==> src/rtl/axis_master_fifo_pkt.sv <==
// Push-to-AXI4-Stream master FIFO: registered push credit with producer slack, tlast
// passthrough, optional store-and-forward packet mode, fill level and sticky overflow.
module axis_master_fifo_pkt #(
  parameter int unsigned DATA_WIDTH  = 32,
  parameter int unsigned DEPTH       = 64,
  parameter int unsigned PUSH_SLACK  = 10,
  parameter bit          PACKET_MODE = 1'b0
) (
  input  logic                       clk,
  input  logic                       aresetn,
  input  logic                       push,
  input  logic [DATA_WIDTH-1:0]      push_data,
  input  logic                       push_last,
  output logic                       may_push,
  output logic                       axis_tvalid,
  input  logic                       axis_tready,
  output logic [DATA_WIDTH-1:0]      axis_tdata,
  output logic                       axis_tlast,
  output logic [$clog2(DEPTH+1)-1:0] level,
  output logic                       overflow
);

  localparam int unsigned AW = $clog2(DEPTH);
  localparam int unsigned LW = $clog2(DEPTH + 1);
  localparam logic [LW-1:0] LvlFull = LW'(DEPTH);

  typedef enum logic {StEmpty, StValid} state_e;

  state_e              state_q;
  logic [DATA_WIDTH:0] mem [DEPTH];
  logic [AW:0]         wptr_q, rptr_q;
  logic [LW-1:0]       level_d, pkt_cnt_q, pkt_cnt_d;
  logic                escape_q, escape_d;
  logic                pop, push_acc, pkt_inc, pkt_dec;
  logic                start_ok, cont_ok, next_avail;
  logic [AW-1:0]       rd_idx, rd_nxt;
  logic [31:0]         free_d;

  // Accept/pop decisions, next level, packet bookkeeping and output-side permissions.
  always_comb begin
    pop        = axis_tvalid & axis_tready;
    // A full FIFO still accepts when the presented entry leaves on the same edge.
    push_acc   = push & ((level != LvlFull) | pop);
    level_d    = level + LW'(push_acc) - LW'(pop);
    pkt_inc    = PACKET_MODE & push_acc & push_last;
    pkt_dec    = PACKET_MODE & pop & axis_tlast;
    pkt_cnt_d  = pkt_cnt_q + LW'(pkt_inc) - LW'(pkt_dec);
    // A new packet may start once a whole one is stored, or when full with none complete.
    start_ok   = !PACKET_MODE || (pkt_cnt_q != '0) || escape_q || (level == LvlFull);
    // After a tlast pops, the following beat opens a new packet and needs a complete one.
    cont_ok    = !PACKET_MODE || !axis_tlast || (pkt_cnt_d != '0);
    next_avail = level >= LW'(2);
    escape_d   = escape_q;
    if (pkt_dec) begin
      escape_d = 1'b0;
    end else if (PACKET_MODE && (state_q == StEmpty) && (level == LvlFull) &&
                 (pkt_cnt_q == '0)) begin
      escape_d = 1'b1;
    end
    rd_idx     = rptr_q[AW-1:0];
    rd_nxt     = rd_idx + AW'(1);
    free_d     = DEPTH - 32'(level_d);
  end

  // Pointers, level, packet counter, escape flag, credit and sticky overflow.
  always_ff @(posedge clk or negedge aresetn) begin
    if (!aresetn) begin
      wptr_q    <= '0;
      rptr_q    <= '0;
      level     <= '0;
      pkt_cnt_q <= '0;
      escape_q  <= 1'b0;
      may_push  <= 1'b0;
      overflow  <= 1'b0;
    end else begin
      if (push_acc) wptr_q <= wptr_q + (AW+1)'(1);
      if (pop)      rptr_q <= rptr_q + (AW+1)'(1);
      level     <= level_d;
      pkt_cnt_q <= pkt_cnt_d;
      escape_q  <= escape_d;
      may_push  <= free_d > PUSH_SLACK;
      if (push && !push_acc) overflow <= 1'b1;
    end
  end

  // Storage write; the slot of the presented entry may be reused since it is already copied out.
  always_ff @(posedge clk) begin
    if (push_acc) mem[wptr_q[AW-1:0]] <= {push_last, push_data};
  end

  // Output FSM: EMPTY loads the read register (EMPTY->VALID), VALID reloads on each pop.
  always_ff @(posedge clk or negedge aresetn) begin
    if (!aresetn) begin
      state_q     <= StEmpty;
      axis_tvalid <= 1'b0;
      axis_tdata  <= '0;
      axis_tlast  <= 1'b0;
    end else begin
      case (state_q)
        StEmpty: begin
          if ((level != '0) && start_ok) begin
            state_q                  <= StValid;
            axis_tvalid              <= 1'b1;
            {axis_tlast, axis_tdata} <= mem[rd_idx];
          end
        end
        StValid: begin
          if (pop) begin
            if (cont_ok && next_avail) begin
              {axis_tlast, axis_tdata} <= mem[rd_nxt];
            end else if (cont_ok && push_acc) begin
              // Only entry leaves while a new one arrives: forward it to keep 1 beat/cycle.
              {axis_tlast, axis_tdata} <= {push_last, push_data};
            end else begin
              state_q     <= StEmpty;
              axis_tvalid <= 1'b0;
            end
          end
        end
        default: state_q <= StEmpty;
      endcase
    end
  end

endmodule

==> config.mk <==
export PLATFORM = sky130hd
export DESIGN_NAME = axis_master_fifo_pkt
export DESIGN_NICKNAME = d
export VERILOG_FILES = /design/src/rtl/axis_master_fifo_pkt.sv
export SDC_FILE = /design/constraint.sdc
export NUM_CORES = 2
export LEC_CHECK = 0
export CAP_MARGIN = 40
export CORE_UTILIZATION = 55
export DETAILED_ROUTE_END_ITERATION = 7
export GPL_ROUTABILITY_DRIVEN = 0
export PLACE_DENSITY = 0.67
export REMOVE_ABC_BUFFERS = 1
export SYNTH_ARGS = -nofsm -noshare
export SYNTH_HDL_FRONTEND = slang
export SYNTH_SLANG_ARGS = --single-unit
==> constraint.sdc <==
create_clock -name clk -period 7.2 [get_ports clk]
set_clock_uncertainty 0.15 [all_clocks]
set_input_delay 1.44 -clock clk [delete_from_list [all_inputs] [get_ports clk]]
set_output_delay 1.44 -clock clk [all_outputs]
set_load 0.05 [all_outputs]
== Word level (Yosys, flattened, before mapping) ==
Memory sizes are Yosys's and may differ from the RTL's.
Cells that the tools add are included.

* Register bits after elaboration: 58
* RAM bits: 2,112
* Bits of input ports: 37
* Output and inout bits: 43
* Word-level logic and storage cells: 54
* Memories: 1

* Add/sub/neg operators: 6
* Order comparisons: 2
* Equality and inequality tests: 6
* Mux-type cells: 21
* Bitwise operators: 4
* Reduce and logical (&&, ||, !) cells: 5

{| class="wikitable"
|+ Memory list
! memory !! depth !! bits a word !! rd ports !! clocked after memory_dff !! write ports !! line !! source
|-
| mem || 64 || 33 || 2 || 0 || 1 || 30 || <nowiki>logic [DATA_WIDTH:0] mem [DEPTH];</nowiki>
|}

{| class="wikitable"
|+ Operator list
! cell !! number
|-
| 2-to-1 mux 32 bit || 4
|-
| one-hot mux 32 bit (2 select lines) || 1
|-
| greater-than comparator 32 x 4 -> 1 bit, second input constant || 1
|-
| adder 7 x 1 -> 7 bit, second input constant || 2
|-
| 2-to-1 mux 1 bit || 13
|-
| subtractor 7 x 7 -> 8 bit, first input constant || 1
|-
| adder 7 x 1 -> 7 bit || 1
|-
| greater-or-equal comparator 7 x 2 -> 1 bit, second input constant || 1
|-
| inequality test 7 bit, second input constant || 1
|-
| nonzero test 7 bit || 1
|-
| subtractor 7 x 1 -> 7 bit || 1
|-
| adder 6 x 1 -> 6 bit, second input constant || 1
|-
| inequality test 2 bit, second input constant || 3
|-
| one-hot mux 1 bit (2 select lines) || 3
|-
| AND reduction 4 bit || 1
|-
| inequality test 3 x 1 -> 1 bit, second input constant || 1
|-
| AND reduction 3 bit || 1
|-
| bitwise AND 1 bit || 2
|-
| inequality test 2 x 1 -> 1 bit, second input constant || 1
|-
| logical AND 1 bit || 1
|-
| logical NOT 1 bit || 1
|-
| inverter 1 bit || 1
|-
| bitwise OR 1 bit || 1
|}

== Depth between registers and ports, before layout ==
* Depth in word-level cells: 7
* Depth in mapped cells: 14
* Depth with buffers taken out: 14

== Worst setup path before layout ==
Ideal clock, no wire load.

* Kind: input -> register
* Start: input axis_tready
* End: memory mem[63][0] in the netlist's numbering, enable pin
* Setup time: 0.423 ns
* Arrival: 3.979 ns
* Required time: 6.627 ns
* Path slack: 2.647 ns
* Cell stages on the path: 5
* Buffers on the path: 1
* Cells stage by stage: nand2_1 -> a31oi_1 -> nand4_1 -> clkbuf_1 -> nor2_1

* Word-level cells in the longest chain between the ends: 5

{| class="wikitable"
|+ Ends and longest elaborated chain
! element !! line !! source
|-
| start, declared || 16 || <nowiki>input logic axis_tready,</nowiki>
|-
| bitwise AND 1 bit || 41 || <nowiki>pop = axis_tvalid & axis_tready;</nowiki>
|-
| bitwise OR 1 bit || 43 || <nowiki>push_acc = push & ((level != LvlFull) | pop);</nowiki>
|-
| bitwise AND 1 bit || 43 ||
|-
| 2-to-1 mux 1 bit || 88 || <nowiki>if (push_acc) mem[wptr_q[AW-1:0]] <= {push_last, push_data};</nowiki>
|-
| 2-to-1 mux 1 bit (not written as such) || 88 ||
|-
| end, declared || 30 ||
|}

Every way passes these cells.

== Final worst setup path ==
* Start: register rptr_q[0]
* End: register axis_tdata[19]

* Word-level cells in the longest chain between the ends: 5
* Elaborated cells on any way between the ends: 6
* Classes of those cells: 1 x add/sub; 4 x mux; 1 x memory

{| class="wikitable"
|+ Ends and longest elaborated chain
! element !! line !! source
|-
| start, declared || 31 || <nowiki>logic [AW:0] wptr_q, rptr_q;</nowiki>
|-
| start signal, assigned || 77 || <nowiki>if (pop) rptr_q <= rptr_q + (AW+1)'(1);</nowiki>
|-
| adder 6 x 1 -> 6 bit || 61 || <nowiki>rd_nxt = rd_idx + AW'(1);</nowiki>
|-
| memory (64 x 33 bit) (*) || -- ||
|-
| 2-to-1 mux 32 bit || 109 || <nowiki>if (cont_ok && next_avail) begin</nowiki>
|-
| 2-to-1 mux 32 bit || 108 || <nowiki>if (pop) begin</nowiki>
|-
| one-hot mux 32 bit (2 select lines) (*) || 99 || <nowiki>case (state_q)</nowiki>
|-
| end signal, assigned || 104 || <nowiki>{axis_tlast, axis_tdata} <= mem[rd_idx];</nowiki>
|-
| end signal, assigned || 110 || <nowiki>{axis_tlast, axis_tdata} <= mem[rd_nxt];</nowiki>
|-
| end signal, assigned || 113 || <nowiki>{axis_tlast, axis_tdata} <= {push_last, push_data};</nowiki>
|-
| end, declared || 17 || <nowiki>output logic [DATA_WIDTH-1:0] axis_tdata,</nowiki>
|}

Mark *: on every way between the ends. The rest lies on a longest branch, timed or not. The select of a mux whose other input is x is not followed.
A chain may end at the register's enable or synchronous reset.

==> flow_summary.yaml <==
synth:
  ys.flop_type: "edfxtp_1"
  netlist_area_um2: 101000
  ys_ff_latch: 2168
  ys_seq_area_share_pct: 64.5
  async_flop_share_pct: 2.58
  synth.distinct_cells: 84
  synthCells: 4740
  synth_edf_count: 2112
  syn_avg_cell_area_um2: 21.2
  yosysWarnings: 0
pwr:
  p_int_w: 0.0323
  combinationalPowerShare_pct: 48.9
  ir_drop_mv: 0.601
  power.density_nw_per_um2: 458
  p_total_w: 0.0515
  sw_frac_of_total_pct: 37.3
  seqPwrFrac_pct: 29.2
  pwr-share-clk_pct: 21.9
  switchingPower_w: 0.0192
  p_leak_nw: 34.9
cts:
  cts_resized: 0
  clk_pin_slew_worst_paths_ns: 0.06
  cts-root-buf: "clkbuf_16"
  clockBufferDepth: 3
  cts_tree: "built"
  clock-sinks: 2168
  cts_buffers: 219
  hold_buffers: 0
  clock_latency_ns: 0.87
  post_cts_buffers: 0
  cts_max_level: 4
timing:
  min_period_ns: 4.80
  fin_tns_setup_ns: 0
  grt_setup_unrepaired: "false"
  slew_headroom_pct: 35.1
  post-route-period-util_pct: 66.6
  drv_slew: 0
  max_freq_mhz: 209
  tightest_slew_ns: 0.973
  whs_ns: 0.392
  hold_viol_final: 0
  setup_violations: 0
worst_setup_path:
  critPathLaunchType: "flip-flop"
  critPathArrivalTime_ns: 5.39
  path_max_fanout: 51
  crit_path_end_kind: "flip-flop"
  crit_required_ns: 7.79
  critical_path_class: "flip-flop to flip-flop"
finish:
  final_cells: 7477
  post-route-util_pct: 62.0
  layout_commonest_cell: "edfxtp_1"
  syn_to_final_growth_pct: 11.7
  layout_common_cells: "2112 x edfxtp_1, 1187 x mux4_2, 222 x clkbuf_16"
  final_layout_size_suffix_gt1_share_pct: 37.4
  nets: 4976
detailed_routing:
  ant_nets: 0
  routed_wl_um: 319000
  drc_errors: 0
  wl_per_cell_um: 42.7
  route.vias.total: 57056
  first_pass_iters: 7
  viasPerCell: 7.63
  drtIter0Drc: 9033
global_routing:
  grt_pass1_wl_um: 445000
  grt_overflow: 0
  first_global_vias: 56428
  track_usage_pct: 35.0
  grt_max_degree: 123
  antenna_found_initial: 19
floorplanning:
  ios: 80
  initial_core_util_pct: 55.5
  die-height_um: 430
  die_width_um: 430
  dieArea_um2: 185000
  core_um2: 181000
  num_rows: 156
min_path:
  hold_path.class: "input pin to async pin"
run_status:
  status: "finished clean"
placed_design:
  place_inst: 7069
  dpl.hpwl_um: 199000
  portBuffers: 79
flow_run:
  maxCapViolations: 0
final cells by class:
class	count	area [um^2]
timing repair buffer	334	3340
clock inverter	115	1090
clock buffer	286	5910
antenna	6	15.0
sequential	2168	64800
inverter	20	76.3
fill	12400	68800
multi-input combinational	2178	34100
tap	2370	2970
Yosys cell counts, types with 8 or more instances:
cell / n / share of area (%)
a211o_1: 10 / 0.087
a211oi_1: 10 / 0.075
a21oi_1: 44 / 0.22
a221oi_1: 46 / 0.40
a22o_1: 36 / 0.31
a22oi_1: 58 / 0.43
a31oi_1: 13 / 0.081
and3_1: 16 / 0.10
buf_1: 27 / 0.10
buf_2: 144 / 0.72
buf_4: 67 / 0.50
buf_6: 45 / 0.50
clkbuf_1: 88 / 0.33
dfrtp_1: 56 / 1.4
edfxtp_1: 2112 / 63
ha_1: 17 / 0.21
inv_1: 17 / 0.063
mux2_2: 19 / 0.21
mux2i_1: 100 / 1.0
mux4_2: 1187 / 27
nand2_1: 123 / 0.46
nand2b_1: 14 / 0.087
nand3_1: 51 / 0.25
nand4_1: 18 / 0.11
nor2_1: 105 / 0.39
nor2b_1: 8 / 0.050
nor3_1: 46 / 0.23
nor4_1: 10 / 0.062
o211ai_1: 22 / 0.16
o21ai_0: 26 / 0.13
o21ai_1: 12 / 0.060
o221ai_1: 14 / 0.12
o22ai_1: 35 / 0.22
xnor2_1: 11 / 0.096
through the flow:
step	worst slack, ns	area (um^2)
after floorplan	-42.95	98300
after global placement	1.51	105000
after detailed placement	1.83	105000
after CTS	2.39	112000
after global routing	2.14	112000
final	2.40	112000
critical path: stages, from the launching register on:
cell and delay [ns]:
dfrtp_4 0.89, buf_4 0.79, buf_4 0.75, mux4_2 0.59, a22o_1 0.28, a221oi_1 0.71
o22ai_1 0.16, o21ai_1 0.17, a2bb2oi_1 0.09
power by group through the flow:
stage / clock (W) / combinational, W / sequential [W]
floorplan: 0 / 0.0144 / 0.0160
global placement: 0 / 0.0247 / 0.0153
detailed placement: 0 / 0.0249 / 0.0153
CTS: 0.0113 / 0.0251 / 0.0150
global route: 0.0118 / 0.0261 / 0.0151
finish: 0.0113 / 0.0252 / 0.0151
cell families (layout without fill, tap and decap cells):
kind of cell / Yosys count / after routing / share of synthesized area, %
XOR/XNOR: 19 / 19 / 0.192
other: 0 / 6 / 0
buffers and inverters: 394 / 755 / 2.26
AND/OR/NAND/NOR: 439 / 439 / 2.12
multiplexers: 1306 / 1306 / 27.8
flip-flops: 2168 / 2168 / 64.5
AO/OA/AOI/OAI: 396 / 396 / 2.92
adder cells (fa/ha/maj): 18 / 18 / 0.231
sequential cells by signal (all words and copies together) (netlist names), 6 cells and up:
signal / count
axis_tdata: 32
level: 7
mem: 2112
rptr_q: 6
wptr_q: 6
final timing paths:
check                      cells past startpoint                   from  slack, ns                          to
hold / removal                                 1                aresetn       0.39   axis_tdata[0]$_DFFE_PN0P_
setup reg to reg                               8  rptr_q[0]$_DFFE_PN0N_       2.40  axis_tdata[19]$_DFFE_PN0P_
hold reg to reg                                1   overflow$_DFFE_PN0P_       0.41        overflow$_DFFE_PN0P_
max in group asynchronous                      2                aresetn       5.27       rptr_q[1]$_DFFE_PN0N_
setup / recovery                               8  rptr_q[0]$_DFFE_PN0N_       2.40  axis_tdata[19]$_DFFE_PN0P_
min in group clk                               1   overflow$_DFFE_PN0P_       0.41        overflow$_DFFE_PN0P_
layer usage:
| metal | global-route usage, % | vias up | part of all wire [%] |
|---|---|---|---|
| li1 | - | 21379 | - |
| met2 | 52.5 | 4367 | 46 |
| met4 | 16.3 | 14 | 5.4 |
| met5 | 0.833 | - | 0.091 |
| met1 | 48.1 | 30530 | 35 |
| met3 | 9.77 | 766 | 13 |
No activity file was read; power rests on OpenSTA's default activity.
